`config.mk`:
```
export PLATFORM = sky130hd
export DESIGN_NAME = if_fetch
export DESIGN_NICKNAME = d
export VERILOG_FILES = /design/src/rtl/if_fetch_pkg.sv /design/src/rtl/if_hold_buf.sv /design/src/rtl/if_fetch.sv
export SDC_FILE = /design/constraint.sdc
export NUM_CORES = 1
export LEC_CHECK = 0
export CAP_MARGIN = 20
export CORE_AREA = 2 2 144 146
export CTS_CLUSTER_DIAMETER = 60
export DETAILED_ROUTE_END_ITERATION = 8
export DIE_AREA = 0 0 146 148
export DONT_BUFFER_PORTS = 1
export GPL_ROUTABILITY_DRIVEN = 0
export PLACE_DENSITY = 0.73
export SLEW_MARGIN = 10
export SYNTH_ARGS = -nofsm -noshare
export SYNTH_HDL_FRONTEND = slang
export SYNTH_SLANG_ARGS = --single-unit
```
`constraint.sdc`:
```
create_clock -name clk -period 2.25 [get_ports clk]
set_input_delay 0.225 -clock clk [delete_from_list [all_inputs] [get_ports clk]]
set_output_delay 0.225 -clock clk [all_outputs]
set_load 0.1 [all_outputs]
```
`src/rtl/if_fetch_pkg.sv`:
```
// Shared definitions for the instruction-fetch slice: bus widths, reset
// constants, fetch FSM encodings and the fetch-issue helper.
package if_fetch_pkg;

   localparam int InstAddrBus = 32;
   localparam int InstBus     = 32;

   localparam logic [InstBus-1:0]     ZeroWord   = 32'h0000_0000;
   localparam logic                   RstEnable  = 1'b1;
   localparam logic [InstAddrBus-1:0] DefResetPc = 32'hBFC0_0000;
   localparam logic [InstAddrBus-1:0] PcStep     = 32'h0000_0004;

   typedef enum logic [2:0] {
      S_IDLE  = 3'd0,
      S_FETCH = 3'd1,
      S_HOLD  = 3'd2,
      S_DRAIN = 3'd3,
      S_FAULT = 3'd4
   } fetch_state_e;

   // A fetch may be issued unless alignment checking is on and the low PC bits are set.
   function automatic logic fetch_issue(input logic [1:0] pc_lo, input logic chk_en);
      return (!chk_en) || (pc_lo == 2'b00);
   endfunction

endpackage

```
`src/rtl/if_hold_buf.sv`:
```
// One-entry skid register that parks a fetched instruction and its PC while
// the downstream stage is stalled.
module if_hold_buf
   import if_fetch_pkg::*;
(
   input  logic                   clk,
   input  logic                   rst,
   input  logic                   load,
   input  logic                   clear,
   input  logic [InstBus-1:0]     din_inst,
   input  logic [InstAddrBus-1:0] din_pc,
   output logic                   valid,
   output logic [InstBus-1:0]     dout_inst,
   output logic [InstAddrBus-1:0] dout_pc
);

   // Skid entry: clear wins over load so a flush never leaves stale data behind.
   always_ff @(posedge clk) begin
      if ((rst == RstEnable) || clear) begin
         valid     <= 1'b0;
         dout_inst <= ZeroWord;
         dout_pc   <= ZeroWord;
      end else if (load) begin
         valid     <= 1'b1;
         dout_inst <= din_inst;
         dout_pc   <= din_pc;
      end
   end

endmodule

```
`src/rtl/if_fetch.sv`:
```
// Instruction-fetch stage: PC ownership, req/ack fetch, stall skid, delayed
// branch and flush redirect. Optional macro IF_ADDR_CHECK_EN adds fetch address-error reporting.
module if_fetch
   import if_fetch_pkg::*;
#(
   parameter logic [InstAddrBus-1:0] RESET_PC = DefResetPc
) (
   input  logic                   clk,
   input  logic                   rst,
   input  logic                   stall_i,
   input  logic                   branch_flag_i,
   input  logic [InstAddrBus-1:0] branch_target_i,
   input  logic                   flush_i,
   input  logic [InstAddrBus-1:0] flush_pc_i,
   output logic                   inst_req,
   output logic [InstAddrBus-1:0] inst_addr,
   input  logic                   inst_ack,
   input  logic [InstBus-1:0]     inst_rdata,
   output logic [InstAddrBus-1:0] if_pc,
   output logic [InstBus-1:0]     if_inst,
   output logic                   if_valid,
   output logic                   if_excp_adel
);

`ifdef IF_ADDR_CHECK_EN
   localparam logic ChkEn = 1'b1;
`else
   localparam logic ChkEn = 1'b0;
`endif

   fetch_state_e           state_r;
   logic [InstAddrBus-1:0] pc_r;
   logic                   br_pend_r;
   logic [InstAddrBus-1:0] br_target_r;
   logic [InstAddrBus-1:0] fl_target_r;
   logic                   inst_req_r;
   logic                   excp_r;

   logic [InstAddrBus-1:0] adv_pc_s;
   logic                   take_s;
   logic                   hold_load_s;
   logic                   hold_clr_s;
   logic                   hold_valid_s;
   logic [InstBus-1:0]     hold_inst_s;
   logic [InstAddrBus-1:0] hold_pc_s;

   assign take_s       = inst_req_r && inst_ack;
   assign inst_req     = inst_req_r;
   assign if_excp_adel = excp_r;

`ifdef IF_ADDR_CHECK_EN
   assign inst_addr = pc_r;
`else
   assign inst_addr = {pc_r[InstAddrBus-1:2], 2'b00};
`endif

   // PC after a delivery: a same-cycle branch beats a pending one, else sequential (wraps silently).
   always_comb begin
      if (branch_flag_i) begin
         adv_pc_s = branch_target_i;
      end else if (br_pend_r) begin
         adv_pc_s = br_target_r;
      end else begin
         adv_pc_s = pc_r + PcStep;
      end
   end

   // Skid control: park on ack-under-stall, drop on release or flush.
   always_comb begin
      hold_load_s = 1'b0;
      hold_clr_s  = 1'b0;
      if (flush_i) begin
         hold_clr_s = 1'b1;
      end else if ((state_r == S_HOLD) && !stall_i) begin
         hold_clr_s = 1'b1;
      end else if ((state_r == S_FETCH) && take_s && stall_i) begin
         hold_load_s = 1'b1;
      end else begin
         hold_load_s = 1'b0;
      end
   end

   if_hold_buf u_hold_buf (
      .clk       (clk),
      .rst       (rst),
      .load      (hold_load_s),
      .clear     (hold_clr_s),
      .din_inst  (inst_rdata),
      .din_pc    (pc_r),
      .valid     (hold_valid_s),
      .dout_inst (hold_inst_s),
      .dout_pc   (hold_pc_s)
   );

   // Fetch FSM with registered request and IF/ID-facing outputs.
   always_ff @(posedge clk) begin
      if (rst == RstEnable) begin
         state_r     <= S_IDLE;
         pc_r        <= RESET_PC;
         br_pend_r   <= 1'b0;
         br_target_r <= ZeroWord;
         fl_target_r <= ZeroWord;
         inst_req_r  <= 1'b0;
         excp_r      <= 1'b0;
         if_pc       <= ZeroWord;
         if_inst     <= ZeroWord;
         if_valid    <= 1'b0;
      end else if (flush_i) begin
         br_pend_r <= 1'b0;
         if_valid  <= 1'b0;
         case (state_r)
            S_FETCH: begin
               // An unacked request must be drained before the redirect can be issued.
               if (take_s || !inst_req_r) begin
                  pc_r       <= flush_pc_i;
                  state_r    <= S_FETCH;
                  inst_req_r <= fetch_issue(flush_pc_i[1:0], ChkEn);
               end else begin
                  fl_target_r <= flush_pc_i;
                  state_r     <= S_DRAIN;
                  inst_req_r  <= 1'b1;
               end
            end
            S_DRAIN: begin
               if (take_s) begin
                  pc_r       <= flush_pc_i;
                  state_r    <= S_FETCH;
                  inst_req_r <= fetch_issue(flush_pc_i[1:0], ChkEn);
               end else begin
                  fl_target_r <= flush_pc_i;
               end
            end
            default: begin
               pc_r       <= flush_pc_i;
               state_r    <= S_FETCH;
               inst_req_r <= fetch_issue(flush_pc_i[1:0], ChkEn);
            end
         endcase
      end else begin
         if (!stall_i) begin
            if_valid <= 1'b0;
         end
         if (branch_flag_i && (state_r != S_DRAIN)) begin
            br_pend_r   <= 1'b1;
            br_target_r <= branch_target_i;
         end
         case (state_r)
            S_IDLE: begin
               state_r    <= S_FETCH;
               inst_req_r <= fetch_issue(pc_r[1:0], ChkEn);
            end
            S_FETCH: begin
               if (take_s) begin
                  if (!stall_i) begin
                     if_valid   <= 1'b1;
                     if_inst    <= inst_rdata;
                     if_pc      <= pc_r;
                     excp_r     <= 1'b0;
                     pc_r       <= adv_pc_s;
                     br_pend_r  <= 1'b0;
                     inst_req_r <= fetch_issue(adv_pc_s[1:0], ChkEn);
                  end else begin
                     state_r    <= S_HOLD;
                     inst_req_r <= 1'b0;
                  end
               end
`ifdef IF_ADDR_CHECK_EN
               else if (!inst_req_r) begin
                  if (!stall_i) begin
                     if_valid <= 1'b1;
                     if_inst  <= ZeroWord;
                     if_pc    <= pc_r;
                     excp_r   <= 1'b1;
                     state_r  <= S_FAULT;
                  end
               end
`endif
            end
            S_HOLD: begin
               if (!stall_i) begin
                  if_valid   <= hold_valid_s;
                  if_inst    <= hold_inst_s;
                  if_pc      <= hold_pc_s;
                  excp_r     <= 1'b0;
                  pc_r       <= adv_pc_s;
                  br_pend_r  <= 1'b0;
                  state_r    <= S_FETCH;
                  inst_req_r <= fetch_issue(adv_pc_s[1:0], ChkEn);
               end
            end
            S_DRAIN: begin
               // Data returned for the squashed fetch is dropped.
               if (take_s) begin
                  pc_r       <= fl_target_r;
                  state_r    <= S_FETCH;
                  inst_req_r <= fetch_issue(fl_target_r[1:0], ChkEn);
               end
            end
`ifdef IF_ADDR_CHECK_EN
            S_FAULT: begin
               inst_req_r <= 1'b0;
            end
`endif
            default: begin
               state_r    <= S_IDLE;
               inst_req_r <= 1'b0;
            end
         endcase
      end
   end

endmodule

```
# == Word level (Yosys, flattened, before mapping) ==
# Cells that the tools add are included.
# totals
reg_bits,232
output_inout_bits,99
inputBits,102
elab_cells,103
# op_classes
bitwise_logic,1
mux,53
addsub,1
reduce_logical,21
eq_ne,14
# op_table
operator,count
32-bit two-way mux,16
32-bit case mux with 2 select lines,4
32-bit case mux with 3 select lines,1
"32-bit by 3-bit adder with 32-bit output, second input constant",1
1-bit two-way mux,20
3-bit two-way mux,5
"2-bit inequality test, second input constant",6
3-bit case mux with 4 select lines,1
"3-bit inequality test, second input constant",3
4-bit AND reduction,2
"3-bit by 2-bit == test with 1-bit output, second input constant",2
"3-bit by 2-bit inequality test with 1-bit output, second input constant",2
1-bit case mux with 2 select lines,3
3-bit case mux with 2 select lines,1
3-bit AND reduction,2
1-bit logical AND,5
5-bit AND reduction,1
1-bit case mux with 4 select lines,1
2-bit AND reduction,2
2-bit nonzero test,2
4-bit nonzero test,1
"3-bit by 1-bit == test with 1-bit output, second input constant",1
3-bit logical NOT,1
1-bit logical NOT,2
4 further kinds,5

# == Longest topological paths before layout ==
# Gate-level depths: netlist of the first run.
# depth
depth_word,7
ltp_mapped,8
mapped_depth_nobuf,6

# == Cells and area by module ==
# From an unflattened synthesis of the first run, not the netlist that was laid out.
# unflattened
cells_unflattened,1302
hier_area_um2,11016.8
# modules_own_cells
module,instances,area_per_inst_um2,cells_each,seq_area_each_um2
if_fetch,1,8677.1,1092,3343.2
if_hold_buf,1,2339.7,210,1301.2

# == Worst setup path before layout of the first run ==
# No wires, ideal clock.
# synth_timing
kind,register to register
from,reg inst_req_r (netlist: inst_req)
to,reg if_inst[10]
period_less_slack_ns,2.480
path_buffers,2
stages_incl_launch_ff,8
setup_time_ns,0.091
arrival_ns,2.389
setup_slack_ns,-0.230
t_required_ns,2.159
path_cell_list,dfxtp_1 -> nand4b_1 -> a211oi_1 -> and2_1 -> clkbuf_1 -> buf_2 -> nor2_1 -> a311oi_1
# synth_between
elab_chain_cells,3
# synth_rtl
item,line_no,rtl
"start, declared",if_fetch.sv:36,logic inst_req_r;
"start signal, assigned",if_fetch.sv:117,"inst_req_r <= fetch_issue(flush_pc_i[1:0], ChkEn);"
"start signal, assigned",if_fetch.sv:128,"inst_req_r <= fetch_issue(flush_pc_i[1:0], ChkEn);"
"start signal, assigned",if_fetch.sv:136,"inst_req_r <= fetch_issue(flush_pc_i[1:0], ChkEn);"
1-bit logical AND,if_fetch.sv:47,assign take_s = inst_req_r && inst_ack;
2-bit inequality test (no source line),-,
5-bit AND reduction (no source line),-,
"end signal, assigned",if_fetch.sv:106,if_inst <= ZeroWord;
"end signal, assigned",if_fetch.sv:156,if_inst <= inst_rdata;
"end signal, assigned",if_fetch.sv:182,if_inst <= hold_inst_s;
"end, declared",if_fetch.sv:20,"output logic [InstBus-1:0] if_inst,"
# Every way passes these cells.
# A chain may end at the register's enable or synchronous reset.

# == Final worst setup path of the first run ==
# layout_timing
from,reg state_r[2]
to,reg pc_r[14]
# layout_between
elab_chain_cells,3
elab_cells_between_ends,11
cone_classes,eq/ne (6); mux (3); reduce/logical (2)
# layout_rtl
item,line_no,rtl
"start, declared",if_fetch.sv:31,fetch_state_e state_r;
"start signal, assigned",if_fetch.sv:98,state_r <= S_IDLE;
"start signal, assigned",if_fetch.sv:116,state_r <= S_FETCH;
"start signal, assigned",if_fetch.sv:120,state_r <= S_DRAIN;
3-bit by 1-bit == test with 1-bit output (tied with other cells),"if_fetch.sv:111, if_fetch.sv:147",
3-bit by 2-bit inequality test with 1-bit output (no source line) (tied with other cells),-,
4-bit AND reduction (no source line) or 32-bit two-way mux (tied branches),-,
"end signal, assigned",if_fetch.sv:115,pc_r <= flush_pc_i;
"end signal, assigned",if_fetch.sv:126,pc_r <= flush_pc_i;
"end signal, assigned",if_fetch.sv:159,pc_r <= adv_pc_s;
"end, declared",if_fetch.sv:32,logic [InstAddrBus-1:0] pc_r;
# Several ways; a longest one is shown, not always the timed one.

==> results.sh, run 1 <==
export IMPL_routed_wl_microns=33600
export IMPL_drt_first_iter_violations=1167
export IMPL_core_area_sq_um=20000
export IMPL_grt_pass1_wl_microns=52700
export IMPL_crit_buf_inv=2
export IMPL_rsz0062_at_grt="false"
export IMPL_ys_ff_latch=232
export IMPL_groute_usage_overall=0.297
export IMPL_critPathRequiredTime_ns=2.71
export IMPL_synth_edf_count=0
export IMPL_drtPass1Iterations=9
export IMPL_slew_headroom=0.449
export IMPL_cp_top_family="compound AO/OA/AOI/OAI gates"
export IMPL_fp_dieW_microns=146
export IMPL_status="complete, but fails checks"
export IMPL_max_stage_delay_ns=0.56
export IMPL_slew_violations=0
export IMPL_final_common_cell="nand2_1"
export IMPL_grt_max_degree=155
export IMPL_post_cts_buffers=0
export IMPL_final_util=0.648
export IMPL_clk_latency_ns=0.53
export IMPL_antenna_found_initial=0
export IMPL_routed_top_layer="met4"
export IMPL_layout_drive_gt1_share=0.129
export IMPL_synthFlopType="dfxtp_1"
export IMPL_die_area_sq_um=21600
export IMPL_hp_class="primary input to flip-flop"
export IMPL_ir_worst_vdd_uv=646
export IMPL_cap_violations=0
export IMPL_yosysWarnings=0
export IMPL_routed_via_count=10800
export IMPL_numCtsBuffers=25
export IMPL_setup_tns_ns=0
export IMPL_clock_skew_ns=0.0131
export IMPL_areaGrowthSynthToFinish_pct=19.5
export IMPL_wl_per_cell_microns=18.5
export IMPL_final_nets=1630
export IMPL_worst_hold_path_num_cells=1
export IMPL_worst_pin_slew_ns=0.815
export IMPL_synth_largest_area_cell="dfxtp_1"
export IMPL_nFillCells=1765
export IMPL_route_met2_wl_microns=15000
export IMPL_route_detailed_drc=1
export IMPL_die_h_microns=148
export IMPL_leakage_uw=0.00466
export IMPL_finalHoldViolations=133
export IMPL_tritoncts="built"
export IMPL_cp_start_kind="flip-flop"
export IMPL_syn_area_sq_um=10900
export IMPL_core_rowCount=52
export IMPL_num_antenna_cells=0
export IMPL_synth_top_area_frac=0.428
export IMPL_overflow=0
export IMPL_worst_setup_path_end_kind="flip-flop"
export IMPL_hold_buffers=47
export IMPL_synth_area_top_cells="dfxtp_1, nand2_1, a21oi_1, a311oi_1, nor2_1"
export IMPL_fmax_ghz=0.469
export IMPL_portBuffers=0
export IMPL_synth_cells=1466
export IMPL_cts_root_buf="clkbuf_16"
export IMPL_hpwl_microns=21500
export IMPL_timing_final_crit_share=0.947
export IMPL_layout_common_cells="nand2_1, dfxtp_1, a21oi_1"
export IMPL_fin_crit_ns=2.13
export IMPL_start_util=0.542
export IMPL_worstRegToRegCells=6
export IMPL_ctsLongestPathBuffers=3
export IMPL_setup_violations=0
export IMPL_ys_types=71
export IMPL_async_flop_share=0
export IMPL_clock_sinks=232
export IMPL_powerDensity_nw_per_um2=748
export IMPL_wl_met1_microns=14000
export IMPL_crit_chain="buf_4 -> nand3b_1 -> buf_12 -> o311ai_0 -> a2111oi_0 -> a311o_1"
export IMPL_critPathKind="flip-flop to flip-flop"
export IMPL_wl_met3_microns=3550
export IMPL_worstPathMaxFanout=46
export IMPL_crit_slowest_cell="a2111oi_0"
export IMPL_whs_ns=-0.225
export IMPL_violations="DRC, hold timing"
export IMPL_pin_count=201
export IMPL_synth_area_per_cell_sq_um=7.41
export IMPL_ys_seq_area_frac=0.428
export IMPL_viasPerCell=5.94
export IMPL_drtAntennaViolNets=0
export IMPL_cp_depth=6
export IMPL_cp_arrival_ns=2.59
export IMPL_clkTransAtPathRegs_ns=0.06
export IMPL_grt_pass1_vias=9896
export IMPL_cts_max_level=1
-- per-stage QoR --
step	setup WS, ns	power (uW)	cell area (sq um)	hold slack [ns]	cells
after floorplan	0.126	5420	10900	0.361	1468
after global routing	0.0285	10000	13000	-0.237	1815
after detailed placement	0.0830	5630	11700	0.309	1723
after global placement	0.143	5610	11700	0.308	1723
after CTS	0.0528	9740	13000	-0.238	1815
final	0.119	9710	13000	-0.225	1815
-- power breakdown --
| group | internal, uW | total [uW] | switching [uW] |
|---|---|---|---|
| logic | 384 | 1360 | 975 |
| registers | 4210 | 4290 | 76.5 |
| clock network | 2430 | 4060 | 1630 |
-- cell usage after synthesis, types with 6 or more instances --
cell      number
a211oi_1      10
a21oi_1      163
a221oi_1       8
a311oi_1      73
a31oi_1       12
and2_1         6
and3_1        11
buf_1         12
buf_2         17
buf_4         32
clkbuf_1      96
dfxtp_1      232
inv_1         16
nand2_1      451
nand2b_1      14
nand3_1       24
nand4_1        9
nor2_1       107
nor3_1        18
nor4_1         9
o211ai_1       9
o21ai_0       37
o221ai_1       6
xor2_1         7
-- logic make-up (layout without fill, tap and decap cells) --
| group | after synthesis | in the layout | share of synthesized area |
|---|---|---|---|
| AND/OR/NAND/NOR | 675 | 675 | 0.261 |
| AO/OA/AOI/OAI | 367 | 367 | 0.223 |
| flip-flops | 232 | 232 | 0.428 |
| buffers and inverters | 174 | 251 | 0.0731 |
| XOR/XNOR | 12 | 12 | 0.00968 |
| multiplexers | 4 | 4 | 0.00369 |
| adder cells (fa/ha/maj) | 1 | 1 | 0.00115 |
| other | 1 | 3 | 0.000345 |
-- sequential cells by signal (all words and copies together), names as in the netlist --
name and count:
br_pend_r 1, br_target_r 32, fl_target_r 32, if_excp_adel 1, if_inst 32, if_pc 32
if_valid 1, inst_req 1, pc_r 32, state_r 3, u_hold_buf.dout_inst 32, u_hold_buf.dout_pc 32
u_hold_buf.valid 1
-- what timing repair did --
item	in CTS	in global routing
gates resized for setup	0	3
setup endpoints to repair	0	23
hold endpoints to repair	196	145
-- cell type report --
class	count	area, sq um	share of cell area
timing repair buffer	189	1640	0.126
inverter	17	63.8	0.00492
sequential	232	4650	0.358
tap	270	338	0.0260
multi-input combinational	1062	5480	0.422
clock inverter	3	43.8	0.00337
clock buffer	42	769	0.0593
-- final timing paths --
kind	start	endpoint	slack (ns)
max reg2reg	state_r[2]$_SDFFE_PP0P_	pc_r[14]$_SDFFE_PP0P_	0.12
max	state_r[2]$_SDFFE_PP0P_	pc_r[14]$_SDFFE_PP0P_	0.12
min	rst	fl_target_r[14]$_SDFFE_PP0P_	-0.22
min reg2reg	u_hold_buf.dout_pc[6]$_SDFFE_PP0P_	u_hold_buf.dout_pc[6]$_SDFFE_PP0P_	0.45
-- metal layers --
layer,global-route usage,vias up
met5,0,-
met4,0.108,0
met3,0.0685,85
met2,0.465,520
met1,0.403,5013
li1,-,5163
-- worst reg2reg max path, delay by kind of cell, from the launching register on --
kind | cells | cell delay (ns)
AO/OA/AOI/OAI | 3 | 1.14
buffers and inverters | 2 | 0.39
flip-flops | 1 | 0.36
AND/OR/NAND/NOR | 1 | 0.17
No activity file was read; power rests on OpenSTA's default activity.
==> inputs of run 2 (changes only) <==
ABC_AREA = 1   (was default)
CORE_AREA = 2 2 147 149   (was 2 2 144 146)
DIE_AREA = 0 0 149 151   (was 0 0 146 148)
PLACE_DENSITY = 0.72   (was 0.73)
clock period = 2.44 ns   (was 2.25 ns; I/O delays follow)
==> run 2 against run 1 <==
  * The run now ends clean
  * First-iteration DRC count grew 25%
  * Clock power shrank 3%
  * Register-to-register slack lost 0.08 ns
  * Synthesized area grew 3.7%
  * Largest cell class unchanged
  * Largest power group unchanged
==> results.sh, run 2 <==
export IMPL_critPathKind="flip-flop to flip-flop"
export IMPL_leakage_uw=0.00562
export IMPL_hpwl_microns=22800
export IMPL_min_to="pc_r[23]$_SDFFE_PP1P_"
export IMPL_ctsLongestPathBuffers=3
export IMPL_synth_top_area_frac=0.412
export IMPL_core_rowCount=53
export IMPL_yosysWarnings=0
export IMPL_synth_cells=1681
export IMPL_setup_ws_ns=0.0438
export IMPL_worst_setup_path_end_kind="flip-flop"
export IMPL_grt_max_degree=125
export IMPL_wl_per_cell_microns=18.0
export IMPL_synth_area_per_cell_sq_um=6.70
export IMPL_synth_area_top_cells="dfxtp_1, nand2_1, a21oi_1, o21ai_0, nor2_1"
export IMPL_setup_tns_ns=0
export IMPL_worstPathMaxFanout=22
export IMPL_dp_slack_ns=0.458
export IMPL_crit_chain="inv_1 -> nand3_2 -> nor2_1 -> inv_1 -> a21oi_4 -> buf_4 -> nand3_1 -> a21oi_1 -> dlygate4sd3_1"
export IMPL_reg2reg_from="state_r[2]$_SDFFE_PP0P_"
export IMPL_start_util=0.541
export IMPL_fp_dieW_microns=149
export IMPL_hold_start="branch_flag_i"
export IMPL_ys_seq_area_frac=0.412
export IMPL_core_area_sq_um=20800
export IMPL_timing_final_crit_share=0.982
export IMPL_finalHoldViolations=0
export IMPL_powerDensity_nw_per_um2=689
export IMPL_portBuffers=0
export IMPL_seqCellArea_sq_um=4640
export IMPL_synth_most_common_cell="nand2_1"
export IMPL_cts_root_buf="clkbuf_16"
export IMPL_fin_crit_ns=2.40
export IMPL_ir_worst_vdd_uv=627
export IMPL_r2r_end="if_inst[21]$_SDFFE_PP0P_"
export IMPL_slew_violations=0
export IMPL_overflow=0
export IMPL_antenna_found_initial=1
export IMPL_async_flop_share=0
export IMPL_worst_hold_path_num_cells=6
export IMPL_grt_pass1_wl_microns=58800
export IMPL_cp_start_kind="flip-flop"
export IMPL_final_common_cell="nand2_1"
export IMPL_clk_latency_ns=0.55
export IMPL_crit_slowest_cell="dlygate4sd3_1"
export IMPL_routed_via_count=12000
export IMPL_cp_arrival_ns=2.89
export IMPL_drt_first_iter_violations=1458
export IMPL_numCtsBuffers=26
export IMPL_areaGrowthSynthToFinish_pct=23.5
export IMPL_cts_max_level=1
export IMPL_cap_violations=0
export IMPL_syn_area_sq_um=11300
export IMPL_pin_count=201
export IMPL_ys_types=36
export IMPL_clock_skew_ns=0.0151
export IMPL_nFillCells=1784
export IMPL_viasPerCell=5.76
export IMPL_die_h_microns=151
export IMPL_clkTransAtPathRegs_ns=0.06
export IMPL_cp_common_cell="inv_1"
export IMPL_final_nets=1899
export IMPL_route_detailed_drc=0
export IMPL_synth_largest_area_cell="dfxtp_1"
export IMPL_drtPass1Iterations=6
export IMPL_die_area_sq_um=22500
export IMPL_multi_input_area_sq_um=5450
export IMPL_clock_sinks=232
export IMPL_synth_edf_count=0
export IMPL_grt_pass1_vias=11100
export IMPL_slew_headroom=0.202
export IMPL_drtAntennaViolNets=0
export IMPL_fmax_ghz=0.417
export IMPL_reg2reg_setup_slack_ns=0.04
export IMPL_worstRegToRegCells=9
export IMPL_worst_pin_slew_ns=1.20
export IMPL_final_cells=2091
export IMPL_layout_common_cells="nand2_1, a21oi_1, dfxtp_1"
export IMPL_total_power_uw=9590
export IMPL_synthFlopType="dfxtp_1"
export IMPL_tritoncts="built"
export IMPL_post_cts_buffers=0
export IMPL_dp_cells=1924
export IMPL_groute_usage_overall=0.327
export IMPL_hp_class="primary input to flip-flop"
export IMPL_max_stage_delay_ns=0.57
export IMPL_critPathRequiredTime_ns=2.93
export IMPL_yosys_top_cells_count="nand2_1, a21oi_1, dfxtp_1"
export IMPL_routed_wl_microns=37700
export IMPL_layout_drive_gt1_share=0.0975
export IMPL_rsz0062_at_grt="true"
export IMPL_status="finished clean"
export IMPL_final_util=0.668
export IMPL_ys_ff_latch=232
export IMPL_setup_violations=0
## run 2: cell count changes after synthesis, sizes merged, moves of 12 or more
cell,delta
nor2,+58
inv,+100
nand3,+92
a311oi,-73
a21oi,+89
clkbuf,-24
a31oi,-12
buf,+19
nand2,-47
nand2b,-14
o21ai,+134
a211oi,+17
## run 2: worst max-delay path by stage
stage | endpoint | slack, ns | start | cells past startpoint
2_1_floorplan | pc_r[1]$_SDFFE_PP0P_ | 0.18 | inst_req$_SDFFE_PP0P_ | 10
3_3_place_gp | u_hold_buf.dout_inst[23]$_SDFFE_PP0P_ | 0.52 | inst_req$_SDFFE_PP0P_ | 5
3_5_place_dp | br_target_r[17]$_SDFFE_PP0P_ | 0.46 | state_r[0]$_SDFFE_PP0P_ | 9
4_1_cts | if_inst[16]$_SDFFE_PP0P_ | 0.04 | state_r[2]$_SDFFE_PP0P_ | 10
5_1_grt | if_inst[21]$_SDFFE_PP0P_ | -0.04 | state_r[0]$_SDFFE_PP0P_ | 9
6_report | if_inst[21]$_SDFFE_PP0P_ | 0.04 | state_r[2]$_SDFFE_PP0P_ | 9
## run 2: routing by layer
metal | share of wire | track usage | up-vias
li1 | - | - | 5709
met1 | 0.38 | 0.426 | 5450
met2 | 0.45 | 0.523 | 746
met3 | 0.12 | 0.0726 | 133
met4 | 0.047 | 0.142 | 0
met5 | 0 | 0 | -
## run 2: final cells by class
cell class,count,share of cell area
diodes,1,0.000180
clock buffers,37,0.0526
clock inverters,10,0.00827
inverters,118,0.0320
multi-input cells,1181,0.392
flip-flops and latches,232,0.334
well taps,275,0.0247
repair buffers,237,0.157
## run 2: logic make-up (layout without fill, tap and decap cells)
logic type,Yosys count,in the layout,share of synthesized area
AO/OA/AOI/OAI,465,465,0.217
XOR/XNOR,14,14,0.0109
adder cells (fa/ha/maj),1,1,0.00111
buffers and inverters,270,402,0.108
flip-flops,232,232,0.412
other,1,4,0.000333
AND/OR/NAND/NOR,698,698,0.250
## run 2: repair_timing
action	in CTS	in global routing
gates resized for setup	0	4
hold buffers	119	0
hold endpoints to repair	194	0
endpoints found under the setup margin	0	19
## run 2: worst max-delay path, delay by kind of cell, from the launching register on
kind            cells  cell delay [ns]
compound gates      2             0.40
flops               1             0.31
buf+inv             4             1.14
simple gates        3             0.48
## run 2: metrics by stage
step	hold slack [ns]	instance area, sq um
6_report	0.00971	13900
5_1_grt	0.0271	13900
4_1_cts	0.00303	13900
3_5_place_dp	0.327	11800
3_3_place_gp	0.324	11800
2_1_floorplan	0.379	11300
## run 2: report_power, final
group / internal, uW / leakage (uW) / switching [uW]
registers: 3900 / 0.00188 / 122
logic: 461 / 0.00332 / 1180
clock network: 2300 / 0.000420 / 1620
total: 6660 / 0.00562 / 2930
==> inputs of run 3 (changes only) <==
SKIP_CTS_REPAIR_TIMING = 1   (was default)
==> run 3 against run 2 <==
  * The flow now finishes with violations (hold timing)
  * Critical path depth increased by 1
  * Power decreased by 1.2%
  * Combinational power decreased by 6%
  * Utilization decreased by 2.7 points
  * Clock-buffer cell count unchanged
  * Design area decreased by 4.0%
  * Critical path type unchanged
  * Largest power group unchanged
==> results.sh, run 3 (synthesis results as in run 2) <==
export IMPL_powerDensity_nw_per_um2=709
export IMPL_layout_common_cells="nand2_1, a21oi_1, dfxtp_1"
export IMPL_r2r_end="pc_r[22]$_SDFFE_PP1P_"
export IMPL_cts_root_buf="clkbuf_16"
export IMPL_critPathRequiredTime_ns=2.86
export IMPL_areaGrowthSynthToFinish_pct=18.5
export IMPL_finalHoldViolations=111
export IMPL_routed_via_count=11600
export IMPL_groute_usage_overall=0.300
export IMPL_fmax_ghz=0.439
export IMPL_endpoint="pc_r[22]$_SDFFE_PP1P_"
export IMPL_die_area_sq_um=22500
export IMPL_final_nets=1847
export IMPL_worst_setup_path_end_kind="flip-flop"
export IMPL_slew_headroom=0.352
export IMPL_tritoncts="built"
export IMPL_routed_wl_microns=36100
export IMPL_reg2reg_from="state_r[2]$_SDFFE_PP0P_"
export IMPL_cts_max_level=1
export IMPL_slew_violations=0
export IMPL_leakage_uw=0.00534
export IMPL_ir_worst_vdd_uv=581
export IMPL_worstRegToRegCells=10
export IMPL_antenna_found_initial=0
export IMPL_final_cells=2038
export IMPL_final_common_cell="nand2_1"
export IMPL_crit_slowest_cell="dlygate4sd3_1"
export IMPL_grt_pass1_vias=10200
export IMPL_drtPass1Iterations=5
export IMPL_clock_skew_ns=0.0198
export IMPL_setup_violations=0
export IMPL_layout_drive_gt1_share=0.0998
export IMPL_clkTransAtPathRegs_ns=0.06
export IMPL_core_rowCount=53
export IMPL_wl_per_cell_microns=17.7
export IMPL_fp_dieW_microns=149
export IMPL_crit_chain="inv_1 -> nand3_2 -> nor2_1 -> inv_1 -> nand3_1 -> nand4_2 -> buf_12 -> a21oi_1 -> dlygate4sd3_1 -> nand2_1"
export IMPL_setup_tns_ns=0
export IMPL_worst_pin_slew_ns=0.971
export IMPL_num_antenna_cells=0
export IMPL_viasPerCell=5.71
export IMPL_timing_final_crit_share=0.934
export IMPL_die_h_microns=151
export IMPL_cp_common_cell="inv_1"
export IMPL_whs_ns=-0.226
export IMPL_hpwl_microns=22800
export IMPL_grt_max_degree=142
export IMPL_dp_cells=1924
export IMPL_worstPathMaxFanout=42
export IMPL_grt_pass1_wl_microns=54200
export IMPL_portBuffers=0
export IMPL_violations="hold timing"
export IMPL_crit_start="state_r[2]$_SDFFE_PP0P_"
export IMPL_critPathKind="flip-flop to flip-flop"
export IMPL_start_util=0.541
export IMPL_pin_count=201
export IMPL_clock_sinks=232
export IMPL_reg2reg_setup_slack_ns=0.16
export IMPL_max_stage_delay_ns=0.58
export IMPL_status="complete, but fails checks"
export IMPL_cap_violations=0
export IMPL_route_detailed_drc=0
export IMPL_drt_first_iter_violations=1228
export IMPL_ctsLongestPathBuffers=3
export IMPL_numCtsBuffers=26
export IMPL_core_area_sq_um=20800
export IMPL_overflow=0
export IMPL_fin_crit_ns=2.28
export IMPL_cp_arrival_ns=2.70
export IMPL_cp_start_kind="flip-flop"
export IMPL_drtAntennaViolNets=0
export IMPL_hp_class="primary input to flip-flop"
export IMPL_clk_latency_ns=0.55
[run 3: critical path: cells and delay by family, from the launching register on]
| kind | cells | cell delay [ns] |
|---|---|---|
| AO/OA/AOI/OAI | 1 | 0.16 |
| AND/OR/NAND/NOR | 5 | 0.65 |
| flip-flops | 1 | 0.31 |
| buffers and inverters | 4 | 1.05 |
[run 3: power by group]
part           internal (uW)  total, uW  switching (uW)
combinational            418       1540            1120
clock                   2300       3910            1610
sequential              3900       4020             122
total                   6620       9470            2850
[run 3: per-layer routing]
metal  track usage  wire length [microns]
met5        0.0182                     54
met4         0.134                   1730
met1         0.393                  14000
met2         0.466                  16000
met3        0.0783                   4310
[run 3: how the worst min path moves through the flow]
stage | startpoint | end | cells after the start
detailed placement | rst | if_inst[28]$_SDFFE_PP0P_ | 1
finish | rst | if_inst[25]$_SDFFE_PP0P_ | 1
global route | rst | if_inst[25]$_SDFFE_PP0P_ | 1
global placement | rst | if_inst[28]$_SDFFE_PP0P_ | 1
CTS | rst | if_inst[28]$_SDFFE_PP0P_ | 1
floorplan | inst_rdata[31] | u_hold_buf.dout_inst[31]$_SDFFE_PP0P_ | 2
[run 3: area by class of cell]
type	instances	area, sq um
clock buffers	37	732
multi-input cells	1181	5440
well taps	275	344
fillers	1876	7470
repair buffers	185	1630
inverters	118	445
flip-flops and latches	232	4640
clock inverters	10	115
[run 3: per-stage QoR]
step | hold WS [ns] | cell area [sq um] | utilization | total power (uW) | setup WS, ns
3_3_place_gp | 0.324 | 11800 | 0.568 | 5490 | 0.521
5_1_grt | -0.243 | 13400 | 0.641 | 9770 | -0.0000377
4_1_cts | -0.244 | 12700 | 0.609 | 9370 | 0.423
2_1_floorplan | 0.379 | 11300 | - | 5260 | 0.181
6_report | -0.226 | 13400 | 0.641 | 9470 | 0.160
3_5_place_dp | 0.327 | 11800 | 0.569 | 5510 | 0.458
